## config.mk

```make
export PLATFORM = sky130hd
export DESIGN_NAME = cram_dram_seq
export DESIGN_NICKNAME = d
export VERILOG_FILES = /design/src/rtl/cram_dram_seq.sv
export SDC_FILE = /design/constraint.sdc
export NUM_CORES = 1
export LEC_CHECK = 0
export CORE_UTILIZATION = 38
export DETAILED_ROUTE_END_ITERATION = 6
export PLACE_DENSITY = 0.69
export SETUP_SLACK_MARGIN = 0.3
export SLEW_MARGIN = 15
export SYNTH_ARGS = -nofsm -noshare
export SYNTH_HDL_FRONTEND = slang
export SYNTH_SLANG_ARGS = --single-unit
```

## constraint.sdc

```tcl
create_clock -name DotClk -period 1.84 [get_ports DotClk]
set_clock_uncertainty 0.05 [all_clocks]
set_input_delay 0.276 -clock DotClk [delete_from_list [all_inputs] [get_ports DotClk]]
set_output_delay 0.276 -clock DotClk [all_outputs]
set_load 0.03 [all_outputs]
```

## src/rtl/cram_dram_seq.sv

```systemverilog
// DRAM sequencer for the C64 RAM-expansion cartridge: maps the $DExx window onto
// {Block, Window, A} and runs RAS/CAS/refresh from a PHI2-synchronised DotClk phase counter.
module cram_dram_seq #(
    parameter int unsigned ROW_W      = 11,
    parameter int unsigned BLOCK_W    = 8,
    parameter int unsigned WINDOW_W   = 6,
    parameter int unsigned REF_PERIOD = 8,
    parameter bit          READBACK   = 1'b1
) (
    input  logic             DotClk,
    input  logic             RES,
    input  logic             PHI2,
    input  logic [7:0]       A,
    input  logic             nWE,
    input  logic             nIO1,
    input  logic             nIO2,
    input  logic [7:0]       Din,
    output logic [7:0]       Dout,
    output logic             Doe,
    output logic [ROW_W-1:0] RA,
    input  logic [7:0]       RDin,
    output logic             RDoe,
    output logic             nRAS,
    output logic             nCAS,
    output logic             nRWE,
    output logic             SyncLost
);

    localparam int unsigned F_W   = 2 * ROW_W;
    localparam int unsigned REF_W = (REF_PERIOD > 1) ? $clog2(REF_PERIOD) : 1;

    logic [3:0]          r_s;
    logic                r_phi2;
    logic                r_seen;
    logic                r_acc;
    logic                r_col;
    logic                r_sync_lost;
    logic                r_nras;
    logic                r_ncas;
    logic [REF_W-1:0]    r_ref;
    logic [BLOCK_W-1:0]  r_block;
    logic [WINDOW_W-1:0] r_window;
    logic [7:0]          r_dout;

    logic [3:0]          w_s_nxt;
    logic                w_fall;
    logic                w_ref_cyc;
    logic                w_ref_ras;
    logic                w_ref_cas;
    logic                w_acc_nxt;
    logic                w_acc_cas;
    logic                w_col_nxt;
    logic                w_reg_sel;
    logic [F_W-1:0]      w_full;
    logic [ROW_W-1:0]    w_row;
    logic [ROW_W-1:0]    w_colv;

    assign w_full    = {r_block, r_window, A};
    assign w_row     = w_full[F_W-1:ROW_W];
    assign w_colv    = w_full[ROW_W-1:0];
    assign w_reg_sel = READBACK & ~nIO2 & (A[7:1] == 7'h7F);

    // Next phase and strobe requests; strobes are decided from the next phase
    always_comb begin
        w_fall  = r_phi2 & ~PHI2 & r_seen;
        w_s_nxt = r_s;
        if (w_fall) begin
            w_s_nxt = 4'd1;
        end else if (r_s != 4'd0 && r_s != 4'd15) begin
            w_s_nxt = r_s + 4'd1;
        end
        w_ref_cyc = (r_ref == '0);
        w_ref_cas = w_ref_cyc & ((w_s_nxt == 4'd1) | (w_s_nxt == 4'd2));
        w_ref_ras = w_ref_cyc & ((w_s_nxt == 4'd2) | (w_s_nxt == 4'd3));
        w_acc_nxt = ~nIO1 & ((w_s_nxt == 4'd4) |
                             (r_acc & (w_s_nxt >= 4'd5) & (w_s_nxt <= 4'd7)));
        w_acc_cas = w_acc_nxt & (nWE ? (w_s_nxt >= 4'd5) : (w_s_nxt >= 4'd6));
        w_col_nxt = w_acc_nxt & (w_s_nxt >= 4'd5);
    end

    always_ff @(posedge DotClk) begin
        if (RES) begin
            r_s         <= 4'd0;
            r_phi2      <= 1'b0;
            r_seen      <= 1'b0;
            r_acc       <= 1'b0;
            r_col       <= 1'b0;
            r_sync_lost <= 1'b0;
            r_nras      <= 1'b1;
            r_ncas      <= 1'b1;
            r_ref       <= '0;
            r_block     <= '0;
            r_window    <= '0;
            r_dout      <= 8'd0;
        end else begin
            r_phi2      <= PHI2;
            if (!PHI2) begin
                r_seen <= 1'b1;
            end
            r_s         <= w_s_nxt;
            r_sync_lost <= (w_s_nxt == 4'd15);
            r_acc       <= w_acc_nxt;
            r_col       <= w_col_nxt;
            r_nras      <= ~(w_acc_nxt | w_ref_ras);
            r_ncas      <= ~(w_acc_cas | w_ref_cas);
            if (r_s == 4'd4) begin
                r_ref <= r_ref + REF_W'(1);
            end
            // Bus data is taken late in the PHI2 cycle, when it is guaranteed stable
            if (r_s == 4'd7) begin
                if (!nIO1 && nWE) begin
                    r_dout <= RDin;
                end else if (READBACK && !nIO2 && nWE && A == 8'hFF) begin
                    r_dout <= 8'(r_block);
                end else if (READBACK && !nIO2 && nWE && A == 8'hFE) begin
                    r_dout <= 8'(r_window);
                end
                if (!nIO2 && !nWE) begin
                    if (A == 8'hFF) begin
                        r_block <= BLOCK_W'(Din);
                    end else if (A == 8'hFE) begin
                        r_window <= WINDOW_W'(Din);
                    end
                end
            end
        end
    end

    assign Dout     = r_dout;
    assign Doe      = PHI2 & nWE & (~nIO1 | w_reg_sel);
    assign RA       = r_col ? w_colv : w_row;
    assign RDoe     = ~nIO1 & ~nWE;
    assign nRAS     = r_nras;
    assign nCAS     = r_ncas;
    assign nRWE     = ~(~nWE & PHI2 & ~nIO1);
    assign SyncLost = r_sync_lost;

endmodule

```

=== Word-level counts from Yosys, hierarchy flattened ===
Index checks and enable logic that the tools add are counted.

* Bits in registers: 36
* Bits of input ports: 30
* Output and inout port bits: 25
* Logic and storage cells: 79

* Add/subtract/negate cells: 2
* Order comparisons: 3
* Equal/unequal tests: 11
* Muxes and demuxes: 7
* Bitwise gates (word level): 29
* Reductions and logical operators: 15

{| class="wikitable"
|+ Operators by type and width
! operator !! count
|-
| 8-bit 2-to-1 mux || 3
|-
| 8-bit equality test (second input constant) || 2
|-
| 1-bit AND || 15
|-
| 4-bit by 3-bit equality test with 1-bit output (second input constant) || 3
|-
| 11-bit 2-to-1 mux || 1
|-
| 4-bit by 2-bit equality test with 1-bit output (second input constant) || 2
|-
| 4-bit by 3-bit greater-or-equal comparator with 1-bit output (second input constant) || 2
|-
| 4-bit 2-to-1 mux || 2
|-
| 1-bit inverter || 8
|-
| 7-bit equality test (second input constant) || 1
|-
| 1-bit logical AND || 6
|-
| 1-bit bitwise OR || 6
|-
| 4-bit by 1-bit adder with 4-bit output (second input constant) || 1
|-
| 4-bit by 1-bit equality test with 1-bit output (second input constant) || 1
|-
| 4-bit equality test (second input constant) || 1
|-
| 4-bit by 3-bit <= comparator with 1-bit output (second input constant) || 1
|-
| 4-bit inequality test (second input constant) || 1
|-
| 4-bit AND reduction || 1
|-
| 4-bit nonzero test || 1
|-
| 3-bit by 1-bit adder with 3-bit output (second input constant) || 1
|-
| 1-bit zero test || 3
|-
| 3-bit zero test || 1
|-
| 3-bit AND reduction || 1
|-
| 3-bit nonzero test || 1
|-
| other kinds (2) || 2
|}

=== Logic depth before layout (Yosys ltp) ===
* Depth in word-level cells: 12
* Gate-level depth with buffers: 8
* Gate-level depth less buffers: 8

=== Worst setup path after synthesis ===
No wires, ideal clock.

* Path kind: register -> register
* Start: register r_s[1]
* End: register r_ncas, in the netlist nCAS
* Library setup time: 58 ps
* Arrival: 1620 ps
* Data required time: 1732 ps
* Slack: 112 ps
* Stages on the path, launching flop included: 8
* Buffers on the path: 0
* Period minus slack after synthesis: 1728 ps
* Cell sequence: dfxtp_1 > ha_1 > nand3_1 > o21ai_2 > mux2_4 > o211a_4 > o221ai_2 > o21a_1

* Word-level cells in the longest chain between the ends: 12
* Elaborated cells on any way between the ends: 22
* Classes of those cells: add/sub (1); order compare (3); eq/ne (4); mux (3); bitwise (9); reduce/logical (2)

{| class="wikitable"
|+ RTL lines
! item !! RTL line !! source
|-
| from (decl) || 32 || <nowiki>logic [3:0] r_s;</nowiki>
|-
| from (signal assigned) || 100 || <nowiki>r_s <= w_s_nxt;</nowiki>
|-
| parallel branches: the longest is 2 deep, another holds 4-bit by 1-bit adder with 4-bit output || -- ||
|-
| 4-bit 2-to-1 mux * || 69 || <nowiki>end else if (r_s != 4'd0 && r_s != 4'd15) begin</nowiki>
|-
| 4-bit 2-to-1 mux * || 67 || <nowiki>if (w_fall) begin</nowiki>
|-
| 4-bit by 3-bit greater-or-equal comparator with 1-bit output || 76, 77 ||
|-
| 1-bit AND (2 in series) || 76 || <nowiki>(r_acc & (w_s_nxt >= 4'd5) & (w_s_nxt <= 4'd7)));</nowiki>
|-
| 1-bit bitwise OR || 75 || <nowiki>w_acc_nxt = ~nIO1 & ((w_s_nxt == 4'd4) |</nowiki>
|-
| 1-bit AND || 75 ||
|-
| 1-bit AND || 77 || <nowiki>w_acc_cas = w_acc_nxt & (nWE ? (w_s_nxt >= 4'd5) : (w_s_nxt >= 4'd6));</nowiki>
|-
| 1-bit bitwise OR * || 105 || <nowiki>r_ncas <= ~(w_acc_cas | w_ref_cas);</nowiki>
|-
| 1-bit inverter * || 105 ||
|-
| to (signal assigned) || 105 ||
|-
| to (decl) || 39 || <nowiki>logic r_ncas;</nowiki>
|}

Mark *: on every way between the ends.
A chain may end at the register's enable or synchronous reset.

=== Worst setup path in the final report ===
* Start: register r_s[0]
* End: register r_ncas, in the netlist nCAS

Same word-level chain as after synthesis.

==> out/metrics.cfg <==
[clock_tree]
cts_tree=built
insertion_delay_ns=0.29
cts_buffer_depth=2
cts-root-buf=clkbuf_8
cts.reportedPaths.clkPinSlew_ns=0.08
cts_hold_buf=0
clkSinkCount=36
numCtsBuffers=5
htree_levels=2

[route]
vias=1752
firstDrtPassIters=4
postRouteAntennaNets=0
wl_per_cell_um=14.2
viasPerCell=4.94
drt_iter0_drc=65
routed_wl_um=5050
drc=0

[global_routing]
grt_antenna_before_repair=0
grt_pass1_wl_um=8000
grt_max_degree=19
first_global_vias=1688
gr-usage-all-layers=0.200
grt_overflow=0

[power_and_ir_drop]
leakage_nw=1.22
p_total_w=0.00232
ir_drop_v=0.000463
p_seq_frac=0.379
swShare=0.334
clockPowerShare=0.261
comb_power_share=0.360
p_sw_w=0.000774
p_int_w=0.00154
powerDensity_nw_per_um2=770

[worst_hold_path]
min-delay-path-class=reg -> reg
hp-start=r_seen

[die]
initial_core_util=0.396
rows=25
design.core.area_um2=4750
ios=55
die_w_um=72.4
die_h_um=72.4
die_area_um2=5240

[synth]
ys_ff_latch=36
yosysUniqueCellTypes=51
ys_seq_area_frac=0.382
synth_edf_count=0
syn_area_um2=1880
synth_cells=211
ys.flop_type=dfxtp_1
syn-num-nets=245
yosys_warnings=0
synth_async_sr_flop_share=0
syn_avg_cell_area_um2=8.93

[finish]
fin_nets=321
nFillCells=416
post-route-util=0.633
areaGrowthSynthToFinish_pct=59.7
final_cells=355
diodes=0
drive_above_1_share=0.424

[worst_setup_path]
critical_path_buf_inv_count=1
r2r_slack_ns=0.14
start_kind=flip-flop
critPathCaptureType=flip-flop
max_stage_delay_ns=0.37
cp.required_ns=2.03
path_cells=inv_4 -> ha_4 -> nand2b_4 -> o21ai_4 -> mux2_4 -> o211a_4 -> o221ai_2 -> o21a_1
slowest_stage=dfxtp_4
worstReg2RegStart=r_s[0]
critPathArrivalTime_ns=1.89
crit_start=r_s[0]
cp_top_family=compound AO/OA/AOI/OAI gates
cp_max_fo=4
crit_type=reg -> reg

[sta]
fin_crit_ns=1.70
layout_setup_ws_ns=0.139
slew_viol_final=0
worst_pin_slew_ns=0.369
setup_viol=0
max_freq_ghz=0.588
final_hold_viol_count=0
relSlewSlack=0.754
fin_crit_sh=0.924
rsz0062_at_grt=true

[placed_design]
dpl.hpwl_um=3600
pre_cts_ws_ns=-0.243
dp_cells=338
portBuffers=54
gp_congestion=0.812

[flow_run]
drv_cap=0

[run_status]
run_status=finished clean

-- registers in the layout (all words and copies together) (netlist names) --
register and count:
r_col 1, r_phi2 1, nRAS 1, r_window 6
r_block 8, r_s 4, r_acc 1, SyncLost 1
nCAS 1, Dout 8, r_ref 3, r_seen 1
-- cells in the final DEF (no fill, tap or decap), types with 5 or more instances in the layout --
cell type,netlist,layout
dfxtp_1,36,32
nand2_1,36,23
buf_4,2,22
clkdlybuf4s50_1,0,18
nor2_1,21,17
dlygate4sd2_1,0,14
nand2_2,1,13
buf_6,0,13
mux2i_1,12,12
mux2_4,1,10
a21oi_1,17,10
a21oi_2,1,8
clkbuf_8,0,6
o211ai_1,5,5
clkbuf_2,0,5
-- synthesized netlist by cell type, types with 3 or more instances --
library cell,instances,area [um^2]
nor2b_1,3,18.8
nand3_1,5,25.0
o211ai_1,5,37.5
nand2_1,36,135
nor2_1,21,78.8
a21oi_1,17,85.1
mux2i_1,12,120
inv_1,6,22.5
ha_1,4,50.1
clkbuf_1,6,22.5
mux2_2,11,124
dfxtp_1,36,721
-- cell families after synthesis --
logic type                 share of synthesized area
and+or+nand+nor                                0.255
AOI/OAI and AO/OA                              0.141
DFF                                            0.382
muxes                                          0.137
buffers and inverters                         0.0392
xor gates and xnor gates                      0.0186
adders and majority gates                     0.0266
-- what timing repair did --
| item | CTS | global route |
|---|---|---|
| setup buffers | 5 | 4 |
| resized for setup | 80 | 45 |
| endpoints found under the setup margin | 52 | 36 |
| pin swaps | 6 | 29 |
-- routing by layer --
layer	GRT usage	wire, um
met3	0.0403	169
met5	0	0
met2	0.327	2440
met1	0.264	2400
met4	0.0654	46
-- area by class of cell --
type,count,area (um^2),area share
clock buffer,6,82.6,0.0274
clock inverter,2,15.0,0.00499
inverter,7,31.3,0.0104
multi-input combinational,158,1320,0.438
sequential,36,733,0.244
tap,67,83.8,0.0279
timing repair buffer,79,744,0.247
-- stage by stage --
step           TNS [ns]  hold slack (ns)  instance area [um^2]
6_report              0            0.405                  3010
4_1_cts               0            0.405                  2890
3_5_place_dp      -4.05            0.397                  2620
2_1_floorplan         0            0.316                  1930
3_3_place_gp      -3.33            0.381                  2620
5_1_grt               0            0.428                  3010
-- final timing paths --
check            to  cells after the start
min          r_seen                      2
min reg2reg  r_seen                      2
max            nCAS                      8
max reg2reg    nCAS                      8
-- power by group through the flow --
| stage | clock network (W) | logic (W) | registers [W] |
|---|---|---|---|
| after global placement | 0 | 0.000683 | 0.000900 |
| after floorplan | 0 | 0.000458 | 0.000919 |
| after global routing | 0.000647 | 0.000904 | 0.000884 |
| final | 0.000606 | 0.000833 | 0.000878 |
| after detailed placement | 0 | 0.000690 | 0.000901 |
| after CTS | 0.000614 | 0.000778 | 0.000872 |
-- worst register-to-register path: stages (launching register included) --
cell and delay [ns]:
dfxtp_4 0.37, inv_4 0.07, ha_4 0.15, nand2b_4 0.08, o21ai_4 0.15, mux2_4 0.34
o211a_4 0.25, o221ai_2 0.06, o21a_1 0.14
Note: power is estimated with default switching activity, not from simulation.
